$ cat config.mk
export PLATFORM = sky130hd
export DESIGN_NAME = counter_run_ctrl_flat
export DESIGN_NICKNAME = d
export VERILOG_FILES = /design/src/rtl/counter_run_ctrl_if.sv /design/src/rtl/counter_run_ctrl.sv /design/src/flat_wrapper.sv
export SDC_FILE = /design/constraint.sdc
export NUM_CORES = 1
export LEC_CHECK = 0
export CORE_UTILIZATION = 45
export DETAILED_ROUTE_END_ITERATION = 8
export PLACE_DENSITY = 0.84
export RECOVER_POWER = 100
export SLEW_MARGIN = 20
export SYNTH_ARGS = -nofsm -noshare
export SYNTH_HDL_FRONTEND = slang
export SYNTH_SLANG_ARGS = --single-unit
export TNS_END_PERCENT = 100
$ cat constraint.sdc
create_clock -name clk -period 2.3 [get_ports clk]
set_input_delay 0.46 -clock clk [delete_from_list [all_inputs] [get_ports clk]]
set_output_delay 0.46 -clock clk [all_outputs]
set_load 0.03 [all_outputs]
$ cat src/rtl/counter_run_ctrl_if.sv
// Register bus between the run sequencer (master) and counter_top (slave).
// Plain strobe bus: no handshake, the slave answers reads combinationally.
interface counter_run_ctrl_if;
  logic        wr_en;
  logic        rd_en;
  logic [9:0]  addr;
  logic [31:0] wdata;
  logic [31:0] rdata;
  logic        overflow;

  modport master (
    output wr_en, rd_en, addr, wdata,
    input  rdata, overflow
  );

  modport slave (
    input  wr_en, rd_en, addr, wdata,
    output rdata, overflow
  );
endinterface

$ cat src/rtl/counter_run_ctrl.sv
// Timed count sequencer: clear, enable for run_len edges, stop, read STATUS; done at cycle N+4 after go.
// No backpressure: go is ignored while busy, abort is honoured only while counting.
module counter_run_ctrl #(
  parameter int         LEN_W     = 16,
  parameter logic [9:0] CTRL_ADDR = 10'h000,
  parameter logic [9:0] STAT_ADDR = 10'h004
) (
  input  logic             clk,
  input  logic             rst_n,
  input  logic             go,
  input  logic [LEN_W-1:0] run_len,
  input  logic             abort,
  output logic             busy,
  output logic             done,
  output logic [7:0]       result,
  output logic [7:0]       ovf_hits,
  output logic             aborted,
  counter_run_ctrl_if.master bus
);

  typedef enum logic [2:0] {
    S_IDLE,
    S_CLR,
    S_START,
    S_RUN,
    S_STOP,
    S_READ,
    S_DONE
  } state_t;

  localparam logic [31:0] CTRL_CLEAR = 32'h0000_0002;
  localparam logic [31:0] CTRL_EN    = 32'h0000_0001;
  localparam logic [31:0] CTRL_OFF   = 32'h0000_0000;

  state_t           state;
  logic [LEN_W-1:0] len_q;
  logic [LEN_W-1:0] cnt_q;
  logic             ovf_prev;
  logic             ovf_rise;
  logic             ovf_track;
  logic             unused_rdata_hi;

  assign unused_rdata_hi = ^bus.rdata[31:8];

  // Overflow edges only count while the counter is enabled or just stopped.
  assign ovf_track = (state == S_RUN) || (state == S_STOP) || (state == S_READ);
  assign ovf_rise  = bus.overflow && !ovf_prev;

  always_ff @(posedge clk or negedge rst_n) begin
    if (!rst_n) begin
      state    <= S_IDLE;
      len_q    <= '0;
      cnt_q    <= '0;
      ovf_prev <= 1'b0;
      ovf_hits <= 8'd0;
      result   <= 8'd0;
      aborted  <= 1'b0;
    end else begin
      ovf_prev <= bus.overflow;
      if (ovf_track && ovf_rise && (ovf_hits != 8'hFF)) begin
        ovf_hits <= ovf_hits + 8'd1;
      end

      case (state)
        S_IDLE: begin
          if (go) begin
            state    <= S_CLR;
            len_q    <= (run_len == '0) ? LEN_W'(1) : run_len;
            aborted  <= 1'b0;
            ovf_hits <= 8'd0;
            ovf_prev <= 1'b0;
          end
        end
        S_CLR: begin
          state <= S_START;
        end
        S_START: begin
          cnt_q <= len_q - LEN_W'(1);
          state <= (len_q == LEN_W'(1)) ? S_STOP : S_RUN;
        end
        S_RUN: begin
          cnt_q <= cnt_q - LEN_W'(1);
          if (abort) begin
            state   <= S_STOP;
            aborted <= 1'b1;
          end else if (cnt_q == LEN_W'(1)) begin
            state <= S_STOP;
          end
        end
        S_STOP: begin
          state <= S_READ;
        end
        S_READ: begin
          result <= bus.rdata[7:0];
          state  <= S_DONE;
        end
        S_DONE: begin
          state <= S_IDLE;
        end
        default: begin
          state <= S_IDLE;
        end
      endcase
    end
  end

  // Bus decoded straight from state so a reset idles it without waiting for an edge.
  always_comb begin
    busy      = (state != S_IDLE);
    done      = (state == S_DONE);
    bus.wr_en = 1'b0;
    bus.rd_en = 1'b0;
    bus.addr  = 10'h000;
    bus.wdata = 32'h0;
    case (state)
      S_CLR: begin
        bus.wr_en = 1'b1;
        bus.addr  = CTRL_ADDR;
        bus.wdata = CTRL_CLEAR;
      end
      S_START: begin
        bus.wr_en = 1'b1;
        bus.addr  = CTRL_ADDR;
        bus.wdata = CTRL_EN;
      end
      S_STOP: begin
        bus.wr_en = 1'b1;
        bus.addr  = CTRL_ADDR;
        bus.wdata = CTRL_OFF;
      end
      S_READ: begin
        bus.rd_en = 1'b1;
        bus.addr  = STAT_ADDR;
      end
      default: begin
        bus.wr_en = 1'b0;
      end
    endcase
  end

endmodule
$ cat src/flat_wrapper.sv
// flat-port wrapper written by rule: the top's interface ports become plain ports
module counter_run_ctrl_flat 
#(
  parameter int         LEN_W     = 16,
  parameter logic [9:0] CTRL_ADDR = 10'h000,
  parameter logic [9:0] STAT_ADDR = 10'h004
)
  (clk, rst_n, go, run_len, abort, busy, done, result, ovf_hits, aborted, bus_wr_en, bus_rd_en, bus_addr, bus_wdata, bus_rdata, bus_overflow);
  counter_run_ctrl_if bus_i ();
  input  logic clk;
  input  logic rst_n;
  input  logic go;
  input  logic [LEN_W-1:0] run_len;
  input  logic abort;
  output logic busy;
  output logic done;
  output logic [7:0] result;
  output logic [7:0] ovf_hits;
  output logic aborted;
  output wire logic [$bits(bus_i.wr_en)-1:0] bus_wr_en;
  output wire logic [$bits(bus_i.rd_en)-1:0] bus_rd_en;
  output wire logic [$bits(bus_i.addr)-1:0] bus_addr;
  output wire logic [$bits(bus_i.wdata)-1:0] bus_wdata;
  input wire logic [$bits(bus_i.rdata)-1:0] bus_rdata;
  input wire logic [$bits(bus_i.overflow)-1:0] bus_overflow;
  assign bus_wr_en = bus_i.wr_en;
  assign bus_rd_en = bus_i.rd_en;
  assign bus_addr = bus_i.addr;
  assign bus_wdata = bus_i.wdata;
  assign bus_i.rdata = bus_rdata;
  assign bus_i.overflow = bus_overflow;
  counter_run_ctrl #(.LEN_W(LEN_W), .CTRL_ADDR(CTRL_ADDR), .STAT_ADDR(STAT_ADDR)) u_core (.clk(clk), .rst_n(rst_n), .go(go), .run_len(run_len), .abort(abort), .busy(busy), .done(done), .result(result), .ovf_hits(ovf_hits), .aborted(aborted), .bus(bus_i));
endmodule
==> flow_summary.ini <==
[status]
status = finished clean

[floorplanning]
die_x_um = 87.0
pin_count = 116
core_area_mm2 = 0.00687
start_util = 0.473
die_y_um = 87.0
fp.dieArea_mm2 = 0.00756
rows = 30

[timing]
tns_ns = 0
setup_viol = 0
hold_viol = 0
fin_ws_ns = 0.139
period_share = 0.940
max_slew_margin = 0.121
worstMarginPinSlew_ns = 1.32
fin_skew_ns = 0.00662
holdWs_ns = 0.424
fmax_mhz = 463
period_minus_slack_ns = 2.16
slew_violations = 0
rsz0062_at_grt = no

[route]
routed_wl_um = 6460
via_count = 2451
avgRoutedWirePerCell_um = 13.6
viasPerCell = 5.16
antenna_left = 0
drtPass1Iterations = 6
drc_errors = 0
first_iter_violations = 209

[placed_design]
placed_area_mm2 = 0.00374
dp_hpwl_um = 4980
globalplace.congestion = 0.821
preCtsSetupSlack_ns = 0.190
portBuffers = 52
dp_cells = 467

[pwr]
vdd_ir_drop_max_mv = 0.754
design_power_total_mw = 4.74
power_density_mw_per_mm2 = 1260
power.leakage_nw = 1.63

[synth]
ys.flop_type = dfrtp_1
synth_area_mm2 = 0.00325
yosysTopAreaCellShare = 0.408
synth_top_family_by_area = simple AND/OR/NAND/NOR gates
yosys.area_share.simple = 0.191
async_flop_share = 1.00
synth_xor_area_frac = 0.0701
synth.avg_cell_area_um2 = 10.0
ys_seq_area_frac = 0.408
netlist_instances = 325
ys_types = 55
synth_compound_area_frac = 0.0897
synth_area_leaders = dfrtp_1, buf_4, mux2_2
synth-edff-count = 0
synthTopCellsByCount = dfrtp_1, buf_4, nor2_1, mux2_2, nand2_1
ys_seq_elements = 53
synth-adder-area-share = 0.0193
synthMuxAreaShare = 0.101
ys_warn_count = 0
yosysMostFrequentCell = dfrtp_1
synth_largest_area_cell = dfrtp_1

[clock_network]
postCtsHoldBufs = 0
cts_buffer_depth = 2
path_clk_slew_ns = 0.09
cts_root_buffer = clkbuf_8
cts_inserted_buffers = 5
ctsHtreeMaxLevel = 2
clk_latency_ns = 0.30
cts.sinks = 53
tritoncts = built

[critical_path]
reg2reg_from = u_core.len_q[3]
start_kind = register
crit_required_ns = 1.84
reg2regPathDepth = 5
r2r_slack_ns = 0.17
cp_max_fo = 13
cp.arrival_ns = 1.70
path_class = reg2out
r2r-end = u_core.cnt_q[11]
worstSetupStartpoint = u_core.state[0]
endpoint_kind = output pin

[final_layout]
postLayoutCellArea_mm2 = 0.00377
diodes = 0
fin_util = 0.549
fillers = 612
drive_gt1_frac = 0.121
finalNetCount = 436
syn_to_final_growth_pct = 16.1
fin_cells = 475

[min_path]
hold_class = in2async

[grt]
grt_pass1_wl_um = 10600
grt_usage = 0.179
grt_pass1_vias = 2290
grt_max_degree = 29
grt.overflow.total = 0
antenna_found_initial = 0

[flow_run]
max-cap-violations = 0
## metal layers
metal / GRT usage / vias to the layer above / share of wire
met5: 0 / - / 0
met4: 0.0636 / 0 / 0.013
met3: 0.0275 / 6 / 0.042
met2: 0.322 / 79 / 0.52
met1: 0.216 / 1201 / 0.42
li1: - / 1165 / -
## kinds of logic (layout without fill, tap and decap cells)
kind of cell               count (synthesis)  count (layout)
DFF                                       53              53
and+or+nand+nor                          104             104
muxes                                     30              30
other                                      1              39
adders and majority gates                  5               5
AOI/OAI and AO/OA                         46              46
xor gates and xnor gates                  26              26
buffers and inverters                     60              76
## power breakdown
part | switching, mW | total [mW] | internal [mW]
registers | 0.480 | 1.83 | 1.35
clock network | 0.297 | 0.652 | 0.355
logic | 1.28 | 2.26 | 0.976
total | 2.06 | 4.74 | 2.68
## cells in the final DEF (no fill, tap or decap), types with 5 or more instances in the layout
master and instances:
nor4_1 6, nor3_1 6, a21oi_1 10, xor2_1 17, mux2i_1 8, nor2_1 28, dlygate4sd3_1 18, mux2_2 22
clkbuf_1 8, nand3_1 8, o21ai_0 14, clkdlybuf4s50_1 26, clkbuf_8 6, inv_1 7, ha_1 5, conb_1 39
xnor2_1 9, nand2_1 20, dfrtp_1 53
## worst max-delay path, stage by stage, from the launching register on
cell	delay, ns
dfrtp_1	0.48
clkbuf_2	0.25
nand2b_1	0.22
inv_2	0.20
clkbuf_2	0.25
## what timing repair did
item	4_1_cts	5_1_grt
endpoints found under the setup margin	3	3
buffers inserted	0	0
gates resized for setup	3	3
## sequential cells by signal, indices dropped and copies added, names as in the netlist
register         cells
u_core.aborted       1
u_core.cnt_q        16
u_core.len_q        16
u_core.ovf_hits      8
u_core.ovf_prev      1
u_core.result        8
u_core.state         3
## layout make-up
type | instances | area, um2 | area share
Multi-Input combinational cell | 250 | 1650 | 0.437
Inverter | 8 | 30.0 | 0.00796
Sequential cell | 53 | 1330 | 0.351
Clock inverter | 1 | 30.0 | 0.00796
Clock buffer | 7 | 86.3 | 0.0229
Tap cell | 96 | 120 | 0.0318
Timing Repair Buffer | 60 | 531 | 0.141
## how the worst max path moves through the flow
| stage | to | slack, ns |
|---|---|---|
| floorplan | bus_wdata[0] | 0.32 |
| global placement | bus_wr_en | 0.24 |
| detailed placement | u_core.ovf_hits[7] | 0.19 |
| CTS | bus_wdata[1] | 0.04 |
| global route | bus_wdata[0] | 0.05 |
| finish | bus_wdata[0] | 0.14 |
Note: power is estimated with default switching activity, not from simulation.
